===== config.mk =====
export PLATFORM = sky130hd
export DESIGN_NAME = serial_subtractor
export DESIGN_NICKNAME = d
export VERILOG_FILES = /design/src/rtl/arith_pkg.sv /design/src/rtl/full_subtractor.sv /design/src/rtl/serial_subtractor.sv
export SDC_FILE = /design/constraint.sdc
export NUM_CORES = 1
export LEC_CHECK = 0
export ABC_AREA = 1
export BUFFER_PORTS_ARGS = -buffer_cell sky130_fd_sc_hd__buf_2
export CORE_AREA = 5 5 68 70
export CTS_CLUSTER_SIZE = 8
export DETAILED_ROUTE_END_ITERATION = 7
export DIE_AREA = 0 0 73 75
export HOLD_SLACK_MARGIN = 0.03
export PLACE_DENSITY = 0.68
export SLEW_MARGIN = 20
export SYNTH_ARGS = -nofsm -noshare
export SYNTH_HDL_FRONTEND = slang
export SYNTH_SLANG_ARGS = --single-unit

===== constraint.sdc =====
create_clock -name clk -period 2.2 [get_ports clk]
set_input_delay 0 -clock clk [delete_from_list [all_inputs] [get_ports clk]]
set_output_delay 0 -clock clk [all_outputs]
set_load 0.03 [all_outputs]

===== src/rtl/arith_pkg.sv =====
// Shared arithmetic datapath definitions: FSM state encoding and default operand width.
package arith_pkg;

   localparam int unsigned ARITH_WIDTH = 8;

   typedef enum logic [1:0] {
      S_IDLE = 2'd0,
      S_RUN  = 2'd1,
      S_DONE = 2'd2
   } state_e;

endpackage : arith_pkg


===== src/rtl/full_subtractor.sv =====
// Single-bit full subtractor cell: d = x - y - bin, bout set when the bit borrows.
module full_subtractor (
   input  logic x,
   input  logic y,
   input  logic bin,
   output logic d,
   output logic bout
);

   assign d    = x ^ y ^ bin;
   assign bout = (~x & y) | (~(x ^ y) & bin);

endmodule : full_subtractor


===== src/rtl/serial_subtractor.sv =====
// Bit-serial unsigned subtractor, LSB first, one bit per clock with a registered borrow.
module serial_subtractor
   import arith_pkg::*;
#(
   parameter int unsigned WIDTH = ARITH_WIDTH
) (
   input  logic             clk,
   input  logic             rst_n,
   input  logic             start,
   input  logic [WIDTH-1:0] a,
   input  logic [WIDTH-1:0] b,
   output logic             busy,
   output logic             done,
   output logic [WIDTH-1:0] diff,
   output logic             borrow,
   output logic             zero
);

   localparam int unsigned CW = (WIDTH > 1) ? $clog2(WIDTH) : 1;
   localparam logic [CW-1:0] LAST = CW'(WIDTH - 1);

   state_e           state_q, state_d;
   logic [WIDTH-1:0] sa_q, sa_d, sb_q, sb_d, sd_q, sd_d;
   logic             br_q, br_d;
   logic [CW-1:0]    cnt_q, cnt_d;
   logic             busy_q, busy_d, done_q, done_d;
   logic [WIDTH-1:0] diff_q, diff_d;
   logic             borrow_q, borrow_d, zero_q, zero_d;
   logic             fs_d, fs_bout;

   full_subtractor u_fs (
      .x   (sa_q[0]),
      .y   (sb_q[0]),
      .bin (br_q),
      .d   (fs_d),
      .bout(fs_bout)
   );

   // Next-state and datapath update
   always_comb begin
      state_d  = state_q;
      sa_d     = sa_q;
      sb_d     = sb_q;
      sd_d     = sd_q;
      br_d     = br_q;
      cnt_d    = cnt_q;
      diff_d   = diff_q;
      borrow_d = borrow_q;
      zero_d   = zero_q;
      case (state_q)
         S_IDLE: begin
            if (start) begin
               state_d = S_RUN;
               sa_d    = a;
               sb_d    = b;
               br_d    = 1'b0;
               cnt_d   = '0;
            end
         end
         S_RUN: begin
            sa_d  = sa_q >> 1;
            sb_d  = sb_q >> 1;
            sd_d  = {fs_d, sd_q[WIDTH-1:1]};
            br_d  = fs_bout;
            cnt_d = cnt_q + CW'(1);
            if (cnt_q == LAST) begin
               state_d  = S_DONE;
               diff_d   = sd_d;
               borrow_d = fs_bout;
               zero_d   = (sd_d == '0);
            end
         end
         S_DONE:  state_d = S_IDLE;
         default: state_d = S_IDLE;
      endcase
      busy_d = (state_d == S_RUN);
      done_d = (state_d == S_DONE);
   end

   always_ff @(posedge clk or negedge rst_n) begin
      if (!rst_n) begin
         state_q  <= S_IDLE;
         sa_q     <= '0;
         sb_q     <= '0;
         sd_q     <= '0;
         br_q     <= 1'b0;
         cnt_q    <= '0;
         busy_q   <= 1'b0;
         done_q   <= 1'b0;
         diff_q   <= '0;
         borrow_q <= 1'b0;
         zero_q   <= 1'b1;
      end else begin
         state_q  <= state_d;
         sa_q     <= sa_d;
         sb_q     <= sb_d;
         sd_q     <= sd_d;
         br_q     <= br_d;
         cnt_q    <= cnt_d;
         busy_q   <= busy_d;
         done_q   <= done_d;
         diff_q   <= diff_d;
         borrow_q <= borrow_d;
         zero_q   <= zero_d;
      end
   end

   assign busy   = busy_q;
   assign done   = done_q;
   assign diff   = diff_q;
   assign borrow = borrow_q;
   assign zero   = zero_q;

endmodule : serial_subtractor


=== Word-level counts from Yosys, hierarchy flattened ===
Index checks and enable logic that the tools add are counted.
Widths: inputs -> output; s select.

* Output and inout bits: 12
* Logic and storage cells: 40
* Flip-flop bits (word level): 42

* $add $sub $neg: 1
* Bitwise operators: 7
* Equal/unequal tests: 5
* Reductions and logical operators: 5
* Muxes and demuxes: 11

{| class="wikitable"
|+ Operators by type and width
! operator !! count
|-
| $pmux 8 s2 || 2
|-
| $mux 8 || 2
|-
| $logic_not 8->1 || 1
|-
| $pmux 3 s2 || 1
|-
| $eq 2x1->1 const B || 2
|-
| $mux 2 || 2
|-
| $pmux 2 s2 || 1
|-
| $reduce_and 2->1 || 2
|-
| $add 3x1->3 const B || 1
|-
| $eq 3x3->1 const B || 1
|-
| $mux 3 || 1
|-
| $and 1x1->1 || 2
|-
| $eq 2x2->1 const B || 1
|-
| $logic_not 2->1 || 1
|-
| $ne 2x2->1 const B || 1
|-
| $not 1->1 || 2
|-
| $pmux 1 s2 || 1
|-
| $reduce_bool 2->1 || 1
|-
| $xor 1x1->1 || 2
|-
| $mux 1 || 1
|-
| $or 1x1->1 || 1
|}

=== Depth between registers and ports, before layout ===
* Depth in word-level cells: 5
* Mapped depth: 7

=== Cells and area by module ===
A second synthesis with hierarchy kept.

* Cell total of the unflattened synthesis: 232
* Area, all modules: 1946.9 um^2

{| class="wikitable"
|+ By module, submodules not included
! module !! area an instance (um^2) !! instances !! cells each !! seq. area each (um^2)
|-
| serial_subtractor || 1915.6 || 1 || 228 || 1027.2
|-
| full_subtractor || 31.3 || 1 || 4 || 0.0
|}

=== Worst setup path after synthesis ===
Ideal clock, no wire load.

* Path type: reg2reg
* From: register sb_q[0]
* To: register zero_q, in the netlist zero
* Clock period less this slack: 1245 ps
* Setup time: 60 ps
* Slack: 955 ps
* Cell stages (with the launch flop): 8
* Data required time: 2140 ps
* Data arrival time: 1184 ps
* Cells stage by stage: dfrtp_1 -> inv_1 -> fa_1 -> nor2_1 -> nand2_1 -> nor2_1 -> nand2_1 -> nand2_1

* Cells in the longest elaborated chain, start to end: 3

{| class="wikitable"
|+ RTL lines
! item !! RTL line !! source
|-
| start, declared || serial_subtractor.sv:23 || <nowiki>logic [WIDTH-1:0] sa_q, sa_d, sb_q, sb_d, sd_q, sd_d;</nowiki>
|-
| start signal, assigned || serial_subtractor.sv:84 || <nowiki>sb_q <= '0;</nowiki>
|-
| start signal, assigned || serial_subtractor.sv:96 || <nowiki>sb_q <= sb_d;</nowiki>
|-
| $xor 1x1->1 (2 in a row) || full_subtractor.sv:10 || <nowiki>assign d = x ^ y ^ bin;</nowiki>
|-
| via fs_d || serial_subtractor.sv:29 || <nowiki>logic fs_d, fs_bout;</nowiki>
|-
| $logic_not 8->1 || serial_subtractor.sv:70 || <nowiki>zero_d = (sd_d == '0);</nowiki>
|-
| end signal, assigned || serial_subtractor.sv:104 || <nowiki>zero_q <= zero_d;</nowiki>
|-
| end, declared || serial_subtractor.sv:28 || <nowiki>logic borrow_q, borrow_d, zero_q, zero_d;</nowiki>
|}

The timed path passes the listed nets, and every way through them passes these cells.
A chain may end at the register's enable or synchronous reset.

=== Final worst setup path ===
* From: register state_q[0]
* To: register sb_q[3]

* Cells in the longest elaborated chain, start to end: 3

{| class="wikitable"
|+ RTL lines
! item !! RTL line !! source
|-
| start, declared || serial_subtractor.sv:22 || <nowiki>state_e state_q, state_d;</nowiki>
|-
| start signal, assigned || serial_subtractor.sv:94 || <nowiki>state_q <= state_d;</nowiki>
|-
| $eq 2x1->1 / $logic_not 2->1 (equally long branches) || serial_subtractor.sv:50 || <nowiki>case (state_q)</nowiki>
|-
| $reduce_bool 2->1 (no line) / $ne 2x2->1 (equally long branches) || n/a ||
|-
| $reduce_and 2->1 (no line) || n/a ||
|}

Parallel ways exist; a longest one is shown, timed or not.

==> impl_metrics.env <==
export IMPL_ys_top_cells_by_count="118 x nand2_1, 40 x dfrtp_1, 14 x inv_1, 13 x o21ai_0, 8 x o21ai_2"
export IMPL_io_buffers=30
export IMPL_yosysSeqAreaShare_pct=56.5
export IMPL_final_setup_tns_ps=0
export IMPL_ys_types=18
export IMPL_layout_nets=286
export IMPL_yosys_top_cells_area="dfrtp_1 55%, nand2_1 24%, o21ai_2 3.9%, o21ai_0 3.6%, inv_1 2.9%"
export IMPL_hold_violations=0
export IMPL_required_ps=2380
export IMPL_die_x_um=73
export IMPL_dp_hpwl_um=2240
export IMPL_diodes=0
export IMPL_antenna_found_initial=0
export IMPL_coreArea_um2=3910
export IMPL_p_leak_nw=1.24
export IMPL_ys_ff_latch=41
export IMPL_hold_class="input pin to flop"
export IMPL_synth_nets=239
export IMPL_clk_latency_ps=290
export IMPL_clock_sinks=41
export IMPL_num_rows=23
export IMPL_die_y_um=75
export IMPL_drv_cap=0
export IMPL_vias=1409
export IMPL_syn_inst=217
export IMPL_ys_flop_type="dfrtp_1"
export IMPL_period_needed_ps=1820
export IMPL_initial_utilization_pct=46.4
export IMPL_grt_pass1_wl_um=6310
export IMPL_slowest_delay_ps=630
export IMPL_crit_path_frequent_cell="nand2_1"
export IMPL_avgViaCountPerCell=4.47
export IMPL_clockBufferDepth=2
export IMPL_critPathArrivalTime_ps=2000
export IMPL_syn_avg_cell_area_um2=8.37
export IMPL_syn_to_final_growth_pct=24.9
export IMPL_slew_violations=0
export IMPL_gp_congestion=0.740
export IMPL_hold_worst_slack_ps=107
export IMPL_cp_start_kind="flop"
export IMPL_gr_total_overflow=0
export IMPL_dieArea_um2=5480
export IMPL_grt_pass1_vias=1361
export IMPL_drt_initial_drc_count=118
export IMPL_routed_wl_um=3520
export IMPL_worst_slew_margin_rel_pct=41.6
export IMPL_cts_buffers_inserted=5
export IMPL_synth_most_common_cell="nand2_1"
export IMPL_synth_top_area_cell="dfrtp_1"
export IMPL_htreeDepth=2
export IMPL_yosysWarnings=0
export IMPL_worstSetupPathType="flop to flop"
export IMPL_syn_area_um2=1820
export IMPL_wl_per_cell_um=11.2
export IMPL_fmax_ghz=0.549
export IMPL_cp_cell_sequence="o21ai_2 > inv_1 > nand2_1 > nand2_1"
export IMPL_first_pass_iters=4
export IMPL_worst_slew_pin_slew_ps=876
export IMPL_clock_skew_ps=6.62
export IMPL_outcome="finished, final reports clean"
export IMPL_drc=0
export IMPL_cp_end_kind="flop"
export IMPL_cp_max_fo=21
export IMPL_root_buffer="clkbuf_8"
export IMPL_io_pins=31
export IMPL_rsz0062_at_grt="false"
export IMPL_slowest_stage="o21ai_2"
export IMPL_power_density_nw_per_um2=1390
export IMPL_clkTransAtPathRegs_ps=80
export IMPL_period_share_pct=82.8
export IMPL_synth_top_cell_area_share_pct=55.1
export IMPL_vdd_drop_max_v=0.000726
export IMPL_grt_usage_pct=15.0
export IMPL_async_reset_ff_share_pct=100
export IMPL_cts_tree="done"
export IMPL_setup_viol=0
export IMPL_synth_edf_count=0
export IMPL_cts_resized=0
export IMPL_final_antenna_net_count=0
export IMPL_grt_max_degree=42
export IMPL_drive_gt1_share_pct=20.0
metrics by stage:
step / instance area, um^2 / setup slack [ps] / total power [mW] / util, % / instances
finish: 2270 / 378 / 3.16 / 58.0 / 315
global route: 2270 / 225 / 3.46 / 58.0 / 315
CTS: 2270 / 365 / 3.21 / 58.0 / 315
detailed placement: 1980 / 384 / 2.56 / 50.7 / 290
global placement: 1980 / 440 / 2.54 / 50.7 / 290
floorplan: 1820 / 955 / 2.26 / - / 217
sequential cells by signal, summed over array words and instances (netlist names):
signal and cells:
zero 1, state_q 2, diff 8, borrow 1
sb_q 8, done 1, busy 1, sd_q 7
cnt_q 3, br_q 1, sa_q 8
cell families after synthesis:
family,count (synthesis),synth area share [%]
buf+inv,25,6.61
compound gates,22,7.71
flops,41,56.5
fa+ha+maj,3,2.48
simple gates,126,26.7
power breakdown:
part	internal (mW)	total [mW]	switching, mW
Combinational	0.435	1.30	0.865
Sequential	1.08	1.26	0.178
Clock	0.339	0.599	0.260
layout make-up:
cell class | count | area [um^2]
Multi-Input combinational cell | 151 | 669
Clock buffer | 5 | 68.8
Sequential cell | 41 | 1030
Timing Repair Buffer | 49 | 335
Tap cell | 50 | 62.6
Inverter | 16 | 60.1
Fill cell | 387 | 1640
Clock inverter | 3 | 46.3
cells in the final DEF (no fill, tap or decap), types with 2 or more instances in the layout:
| master | count |
|---|---|
| nor2_1 | 5 |
| buf_4 | 2 |
| inv_1 | 14 |
| ha_1 | 2 |
| inv_2 | 2 |
| nand2_1 | 118 |
| clkbuf_8 | 5 |
| buf_2 | 30 |
| o21ai_0 | 13 |
| o21ai_2 | 8 |
| dfrtp_1 | 40 |
| dlygate4sd3_1 | 17 |
timing repair:
| action | CTS | global route |
|---|---|---|
| endpoints found under the hold margin | 56 | 0 |
| hold buffers | 17 | 0 |
| setup buffers | 0 | 0 |
critical path, delay by kind of cell, from the launching register on:
kind | cells | cell delay (ps)
AO/OA/AOI/OAI | 1 | 630
buffers and inverters | 1 | 440
flip-flops | 1 | 410
AND/OR/NAND/NOR | 2 | 230
final timing paths:
check,slack [ps],to,cells past startpoint,start
min in group asynchronous,370,diff[2],2,rst_n
max in group asynchronous,1270,diff[3],2,rst_n
setup reg to reg,380,sb_q[3],4,state_q[0]
hold reg to reg,470,zero,2,zero
setup / recovery,380,sb_q[3],4,state_q[0]
hold / removal,110,sa_q[7],3,start
per-layer routing:
layer	vias to the layer above	track usage [%]	share of wire, %
met1	632	20.3	49
met2	24	23.5	46
met5	-	0	0
li1	749	-	-
met4	0	4.92	1.3
met3	4	4.14	4.1
Power figures use the tool's default switching activity.
